<file path="src/rtl/cp0_int_ctrl_if.sv">
// CP0 access and interrupt-handshake bundle between the pipeline (master)
// and the coprocessor-0 interrupt receiver (slave).
interface cp0_int_ctrl_if;
  logic [4:0]  addr;
  logic        we;
  logic [31:0] wdata;
  logic [31:0] rdata;
  logic [31:0] pc;
  logic        bd;
  logic        int_ack;
  logic        eret;
  logic        int_req;
  logic [31:0] epc;

  modport master (
    output addr, we, wdata, pc, bd, int_ack, eret,
    input  rdata, int_req, epc
  );

  modport slave (
    input  addr, we, wdata, pc, bd, int_ack, eret,
    output rdata, int_req, epc
  );
endinterface

</file>
<file path="src/rtl/cp0_int_ctrl.sv">
// Coprocessor-0 interrupt receiver: SR/Cause/EPC/PRId, masked interrupt request,
// EPC capture on acknowledge and eret return. Define CP0_HWINT_SYNC_EN to add a
// 2-flop synchroniser on hw_int.
module cp0_int_ctrl #(
  parameter logic [31:0] PRID = 32'h0000_4D50
) (
  input  logic           clk,
  input  logic           rst_n,
  input  logic [5:0]     hw_int,
  cp0_int_ctrl_if.slave  bus
);

  localparam logic [4:0] ADDR_SR    = 5'd12;
  localparam logic [4:0] ADDR_CAUSE = 5'd13;
  localparam logic [4:0] ADDR_EPC   = 5'd14;
  localparam logic [4:0] ADDR_PRID  = 5'd15;

  // The state register is SR.EXL itself.
  typedef enum logic {
    RUN     = 1'b0,
    HANDLER = 1'b1
  } state_t;

  state_t      state_reg, state_next;
  logic [5:0]  im_reg, im_next;
  logic        ie_reg, ie_next;
  logic        bd_reg, bd_next;
  logic [31:0] epc_reg, epc_next;
  logic [5:0]  ip_reg;
  logic [5:0]  ip_src;

  logic        sr_wr;
  logic        epc_wr;
  logic        int_req_w;
  logic        take_int;

`ifdef CP0_HWINT_SYNC_EN
  logic [5:0] sync1_reg, sync2_reg;

  always_ff @(posedge clk or negedge rst_n) begin
    if (!rst_n) begin
      sync1_reg <= '0;
      sync2_reg <= '0;
    end else begin
      sync1_reg <= hw_int;
      sync2_reg <= sync1_reg;
    end
  end

  assign ip_src = sync2_reg;
`else
  assign ip_src = hw_int;
`endif

  assign sr_wr     = bus.we && (bus.addr == ADDR_SR);
  assign epc_wr    = bus.we && (bus.addr == ADDR_EPC);
  assign int_req_w = (|(ip_reg & im_reg)) && ie_reg && (state_reg == RUN);
  assign take_int  = bus.int_ack && int_req_w;

  always_ff @(posedge clk or negedge rst_n) begin
    if (!rst_n) begin
      state_reg <= RUN;
      im_reg    <= '0;
      ie_reg    <= 1'b0;
      bd_reg    <= 1'b0;
      epc_reg   <= '0;
      ip_reg    <= '0;
    end else begin
      state_reg <= state_next;
      im_reg    <= im_next;
      ie_reg    <= ie_next;
      bd_reg    <= bd_next;
      epc_reg   <= epc_next;
      ip_reg    <= ip_src;
    end
  end

  // mtc0 is applied first; an accepted interrupt or an eret then overrides EXL/EPC.
  always_comb begin
    state_next = state_reg;
    im_next    = im_reg;
    ie_next    = ie_reg;
    bd_next    = bd_reg;
    epc_next   = epc_reg;

    if (sr_wr) begin
      im_next    = bus.wdata[15:10];
      ie_next    = bus.wdata[0];
      state_next = state_t'(bus.wdata[1]);
    end
    if (epc_wr) begin
      epc_next = {bus.wdata[31:2], 2'b00};
    end

    case (state_reg)
      RUN: begin
        if (take_int) begin
          state_next = HANDLER;
          bd_next    = bus.bd;
          epc_next   = bus.bd ? (bus.pc - 32'd4) : bus.pc;
        end
      end
      HANDLER: begin
        if (bus.eret) begin
          state_next = RUN;
        end
      end
      default: state_next = RUN;
    endcase
  end

  always_comb begin
    bus.rdata = '0;
    case (bus.addr)
      ADDR_SR:    bus.rdata = {16'h0000, im_reg, 8'h00, (state_reg == HANDLER), ie_reg};
      ADDR_CAUSE: bus.rdata = {bd_reg, 15'h0000, ip_reg, 10'h000};
      ADDR_EPC:   bus.rdata = epc_reg;
      ADDR_PRID:  bus.rdata = PRID;
      default:    bus.rdata = '0;
    endcase
  end

  assign bus.int_req = int_req_w;
  assign bus.epc     = epc_reg;

endmodule

</file>
<file path="src/flat_wrapper.sv">
// flat-port wrapper written by rule: the top's interface ports become plain ports
module cp0_int_ctrl_flat 
#(
  parameter logic [31:0] PRID = 32'h0000_4D50
)
  (clk, rst_n, hw_int, bus_addr, bus_we, bus_wdata, bus_pc, bus_bd, bus_int_ack, bus_eret, bus_rdata, bus_int_req, bus_epc);
  cp0_int_ctrl_if bus_i ();
  input  logic clk;
  input  logic rst_n;
  input  logic [5:0] hw_int;
  input wire logic [$bits(bus_i.addr)-1:0] bus_addr;
  input wire logic [$bits(bus_i.we)-1:0] bus_we;
  input wire logic [$bits(bus_i.wdata)-1:0] bus_wdata;
  input wire logic [$bits(bus_i.pc)-1:0] bus_pc;
  input wire logic [$bits(bus_i.bd)-1:0] bus_bd;
  input wire logic [$bits(bus_i.int_ack)-1:0] bus_int_ack;
  input wire logic [$bits(bus_i.eret)-1:0] bus_eret;
  output wire logic [$bits(bus_i.rdata)-1:0] bus_rdata;
  output wire logic [$bits(bus_i.int_req)-1:0] bus_int_req;
  output wire logic [$bits(bus_i.epc)-1:0] bus_epc;
  assign bus_i.addr = bus_addr;
  assign bus_i.we = bus_we;
  assign bus_i.wdata = bus_wdata;
  assign bus_i.pc = bus_pc;
  assign bus_i.bd = bus_bd;
  assign bus_i.int_ack = bus_int_ack;
  assign bus_i.eret = bus_eret;
  assign bus_rdata = bus_i.rdata;
  assign bus_int_req = bus_i.int_req;
  assign bus_epc = bus_i.epc;
  cp0_int_ctrl #(.PRID(PRID)) u_core (.clk(clk), .rst_n(rst_n), .hw_int(hw_int), .bus(bus_i));
endmodule
</file>
<file path="config.mk">
export PLATFORM = sky130hd
export DESIGN_NAME = cp0_int_ctrl_flat
export DESIGN_NICKNAME = d
export VERILOG_FILES = /design/src/rtl/cp0_int_ctrl_if.sv /design/src/rtl/cp0_int_ctrl.sv /design/src/flat_wrapper.sv
export SDC_FILE = /design/constraint.sdc
export NUM_CORES = 1
export LEC_CHECK = 0
export CORE_ASPECT_RATIO = 0.7
export CORE_UTILIZATION = 37
export DETAILED_ROUTE_END_ITERATION = 8
export PLACE_DENSITY = 0.77
export SLEW_MARGIN = 10
export SYNTH_ARGS = -nofsm -noshare
export SYNTH_HDL_FRONTEND = slang
export SYNTH_SLANG_ARGS = --single-unit
</file>
<file path="constraint.sdc">
create_clock -name clk -period 2.22 [get_ports clk]
set_clock_uncertainty 0.15 [all_clocks]
set_input_delay 0.555 -clock clk [delete_from_list [all_inputs] [get_ports clk]]
set_output_delay 0.555 -clock clk [all_outputs]
set_load 0.05 [all_outputs]
</file>
Word-level counts from Yosys, hierarchy flattened
Index checks and enable logic that the tools add are counted.
{ "totals": {"inputBits": 81, "output_inout_bits": 65, "wordCells": 29, "ff_bits": 47} }
{ "op_classes": {"n_addsub": 1, "bitwise": 2, "reduce_logical": 7, "muxes": 9, "eq_ne": 4} }
{ "op_table": {"columns": ["operator", "n"], "rows": [
  ["32-bit two-way mux", 4],
  ["32-bit one-hot mux with 4 select lines", 1],
  ["32-bit by 3-bit subtractor with 32-bit output (second input constant)", 1],
  ["5-bit by 4-bit equality test with 1-bit output (second input constant)", 4],
  ["6-bit bitwise AND", 1],
  ["6-bit OR reduction", 1],
  ["1-bit logical AND", 5],
  ["1-bit two-way mux", 3],
  ["1-bit one-hot mux with 2 select lines", 1],
  ["2-bit AND reduction", 1],
  ["1-bit NOT", 1]
]} }

Longest topological paths before layout
{ "depth": {"word_depth": 7, "ltp_mapped": 7, "ltp_nobuf": 6} }

Worst setup path after synthesis
No wires, ideal clock.
{ "synth_timing": {"path_type": "input -> output", "startpoint": "input port bus_addr[1]", "endpoint": "output port bus_rdata[10]", "arrival_ns": 2.170, "path_stages": 4, "required_time_ns": 1.515, "n_path_buf": 1, "path_slack_ns": -0.655, "path_cell_list": "buf_1 > nand2b_1 > nor2_1 > nor3_1"} }
{ "synth_between": {"elab_chain_cells": 2, "elab_cells_between_ends": 5, "classes_between": "4 x eq/ne; 1 x mux"} }
{ "synth_rtl": {"columns": ["item", "line_no", "text"], "rows": [
  ["from (decl)", "flat_wrapper.sv:11", "input wire logic [$bits(bus_i.addr)-1:0] bus_addr;"],
  ["5-bit by 4-bit equality test with 1-bit output", "cp0_int_ctrl.sv:114", "case (bus.addr)"],
  ["32-bit one-hot mux with 4 select lines (*)", "cp0_int_ctrl.sv:114", null],
  ["to (decl)", "flat_wrapper.sv:18", "output wire logic [$bits(bus_i.rdata)-1:0] bus_rdata;"]
]} }
Mark *: on every way between the ends. The rest lies on a longest branch, timed or not.

Worst setup path in the final report
{ "layout_timing": {"startpoint": "input port bus_addr[4]", "endpoint": "output port bus_rdata[9]"} }
Same word-level chain as after synthesis.

==> summary.txt <==
Crit start category: input port
HP Class: in -> async
Syn nets: 418
Max FFs per register: 32
Post-Place Cells: 629
Vias in the first global route: 3,961
Gp weighted congestion: 0.8457
Slew margin rel.: 0.6544
Layout cells sized above 1: 0.4911
Clk_lat worst skew: 0.30 ns
Reg2Reg Capture Point: u_core.bus.epc[10]
Final hold violation count: 0
Critical path arrival: 1.77 ns
Final min period: 2.473 ns
Sequential area share after synthesis: 0.3856
Clock Sinks: 47
Core Footprint: 7939 µm²
Async SR Flop Fraction: 1.000
Global-route wire length before repair: 21,360 µm
Cell accounting for the most synthesized area: dfrtp_1
Die X: 110.5 µm
Ports: 146
Setup WS post-layout: -0.2528 ns
Cts-stage hold buffer count: 0
Final wirelength: 15,090 µm
GR Overflow Total: 0
Post-Syn Area: 3050 µm²
Synth cell types: 39
Worst-Margin Slew: 0.5176 ns
Top cell type's share of synthesized area: 0.3856
Fin nets: 643
GRT Overall Usage: 0.3205
Leak Pwr: 2.743 nW
H-tree lvl count: 2
TritonCTS clock tree: built
#FFs+latches synth: 47
Cells after Synth: 336
TritonRoute pass-1 iters: 5
Clk network pwr share: 0.185
CTS clk-pin slew, worst paths: 0.07 ns
Most common library cells after synthesis: 47 x dfrtp_1, 29 x a211oi_1, 26 x and3_1
Sequential power share: 0.289
Tcrit/Tclk final: 1.114
P_int: 2.886 mW
Port Buffer Count: 145
Reg2reg start: u_core.ip_reg[2]
Worst setup path class: in -> out
Clock Tree Root: clkbuf_16
Switching share of power: 0.4676
Dominant cell by count in the synthesized netlist: dfrtp_1
Maximum vdd ir drop: 817.4 µV
Worst Path Required: 1.51 ns
PwrDens: 875.5 nW/µm²
Routed Antenna Nets: 0
Logic pwr share: 0.526
Antenna violations before repair: 0
1st-iter DRT viols: 321
Residual DRC: 0
Violated checks: negative setup slack
Antenna diodes: 0
Yosys warns: 0
Post-synth EDFFs: 0
Fin cells: 663
R2R setup slack: 0.04 ns
RSZ-0062 raised after global routing: yes
Die H: 77.97 µm
Effective utilization at floorplan: 0.3842
TritonCTS Buffers: 5
Outcome: complete, but fails checks
P&R area growth vs syn: 103.0%
Placed wire-length estimate: 9053 µm
Max clock buf depth: 2
Pre-CTS WS: -0.8342 ns
Die ar.: 8618 µm²
Synth Area per Inst: 9.079 µm²
WL/cell: 22.75 µm
Largest net degree at the start of global routing: 29
Filler cells: 481
Ys flop type: dfrtp_1
R2R cell count: 6
Num rows: 27
# setup viols final: 36
Crit Path Max Fanout: 5
Crit path capture type: primary output
Fin. max-slew vios: 0
Max Fclk: 0.4044 GHz
Max cap viols: 0
Vias/cell: 6.164
Ranking of synthesized cells by area: dfrtp_1 39%, a211oi_1 7.1%, and3_1 5.3%, a31oi_1 4.1%, and2_1 4.1%
Via count: 4,087
Sw power: 2.534 mW
layer usage:
metal,global-route usage,vias to the layer above,wire (µm)
li1,-,1730,-
met5,0,-,0
met2,0.5360,300,7024
met3,0.05781,67,1303
met4,0.1413,0,661
met1,0.4074,1990,6096
timing repair:
action | CTS | global route
buffers inserted | 18 | 12
cloned | 3 | 0
setup endpoints to repair | 57 | 55
resized for setup | 138 | 43
pin swaps | 36 | 23
per-stage QoR:
stage | power (mW) | hold slack [ns] | util | setup TNS, ns | area [µm²]
2_1_floorplan | 3.112 | 0.1094 | - | -4.654 | 3181
3_3_place_gp | 4.155 | 0.3416 | 0.6894 | -29.31 | 5473
3_5_place_dp | 4.210 | 0.3365 | 0.6894 | -31.45 | 5473
4_1_cts | 5.271 | 0.02883 | 0.7674 | -6.370 | 6092
5_1_grt | 5.571 | 0.05397 | 0.7798 | -6.729 | 6191
6_report | 5.420 | 0.02186 | 0.7798 | -6.339 | 6191
final cells by class:
| class | instances | area (µm²) | share of cell area |
|---|---|---|---|
| flip-flops and latches | 47 | 1176 | 0.1900 |
| repair buffers | 243 | 2585 | 0.4175 |
| inverters | 3 | 11.26 | 0.001819 |
| multi-input cells | 261 | 2100 | 0.3391 |
| clock inverters | 3 | 67.56 | 0.01091 |
| clock buffers | 5 | 125.1 | 0.02021 |
| well taps | 101 | 126.4 | 0.02041 |
worst max-delay path by stage:
stage	start	to	slack, ns	depth (start not counted)
after detailed placement	bus_pc[2]	u_core.bus.epc[27]	-0.83	5
after CTS	bus_addr[4]	bus_rdata[29]	-0.29	9
after floorplan	bus_pc[2]	u_core.bus.epc[25]	-0.29	5
final	bus_addr[4]	bus_rdata[9]	-0.25	7
after global placement	bus_pc[2]	u_core.bus.epc[31]	-0.75	5
after global routing	bus_pc[3]	u_core.bus.epc[25]	-0.26	6
kinds of logic (layout without fill, tap and decap cells):
logic type,Yosys count,count (layout),share of synthesized area
AO/OA/AOI/OAI,95,95,0.2100
adder cells (fa/ha/maj),1,1,0.004101
multiplexers,18,18,0.06235
AND/OR/NAND/NOR,137,137,0.2724
buffers and inverters,28,254,0.03691
flip-flops,47,47,0.3856
XOR/XNOR,10,10,0.02871
cells in the final DEF (no fill, tap or decap), drive strengths merged, types with 12 or more instances in the layout:
cell type | synthesis | routed
buf | 2 | 173
clkdlybuf4s50 | 0 | 52
dfrtp | 47 | 47
a211oi | 29 | 29
and3 | 26 | 26
and2 | 20 | 20
a31oi | 20 | 20
or4 | 17 | 17
nand2 | 13 | 13
o21ai | 13 | 13
o31ai | 13 | 13
nor3 | 12 | 12
critical path: stages:
cell and delay (ns):
buf_6 0.10, and4b_2 0.34, nor2b_4 0.21, buf_6 0.14
buf_8 0.13, and2_4 0.16, buf_12 0.13
power groups by stage:
stage          Clock (mW)  Combinational [mW]  Sequential, mW
2_1_floorplan           0               0.637            2.48
3_3_place_gp            0                2.63            1.52
3_5_place_dp            0                2.68            1.53
4_1_cts             0.987                2.75            1.54
5_1_grt              1.02                2.95            1.60
6_report             1.00                2.85            1.57
(Power assumes the default switching activity.)
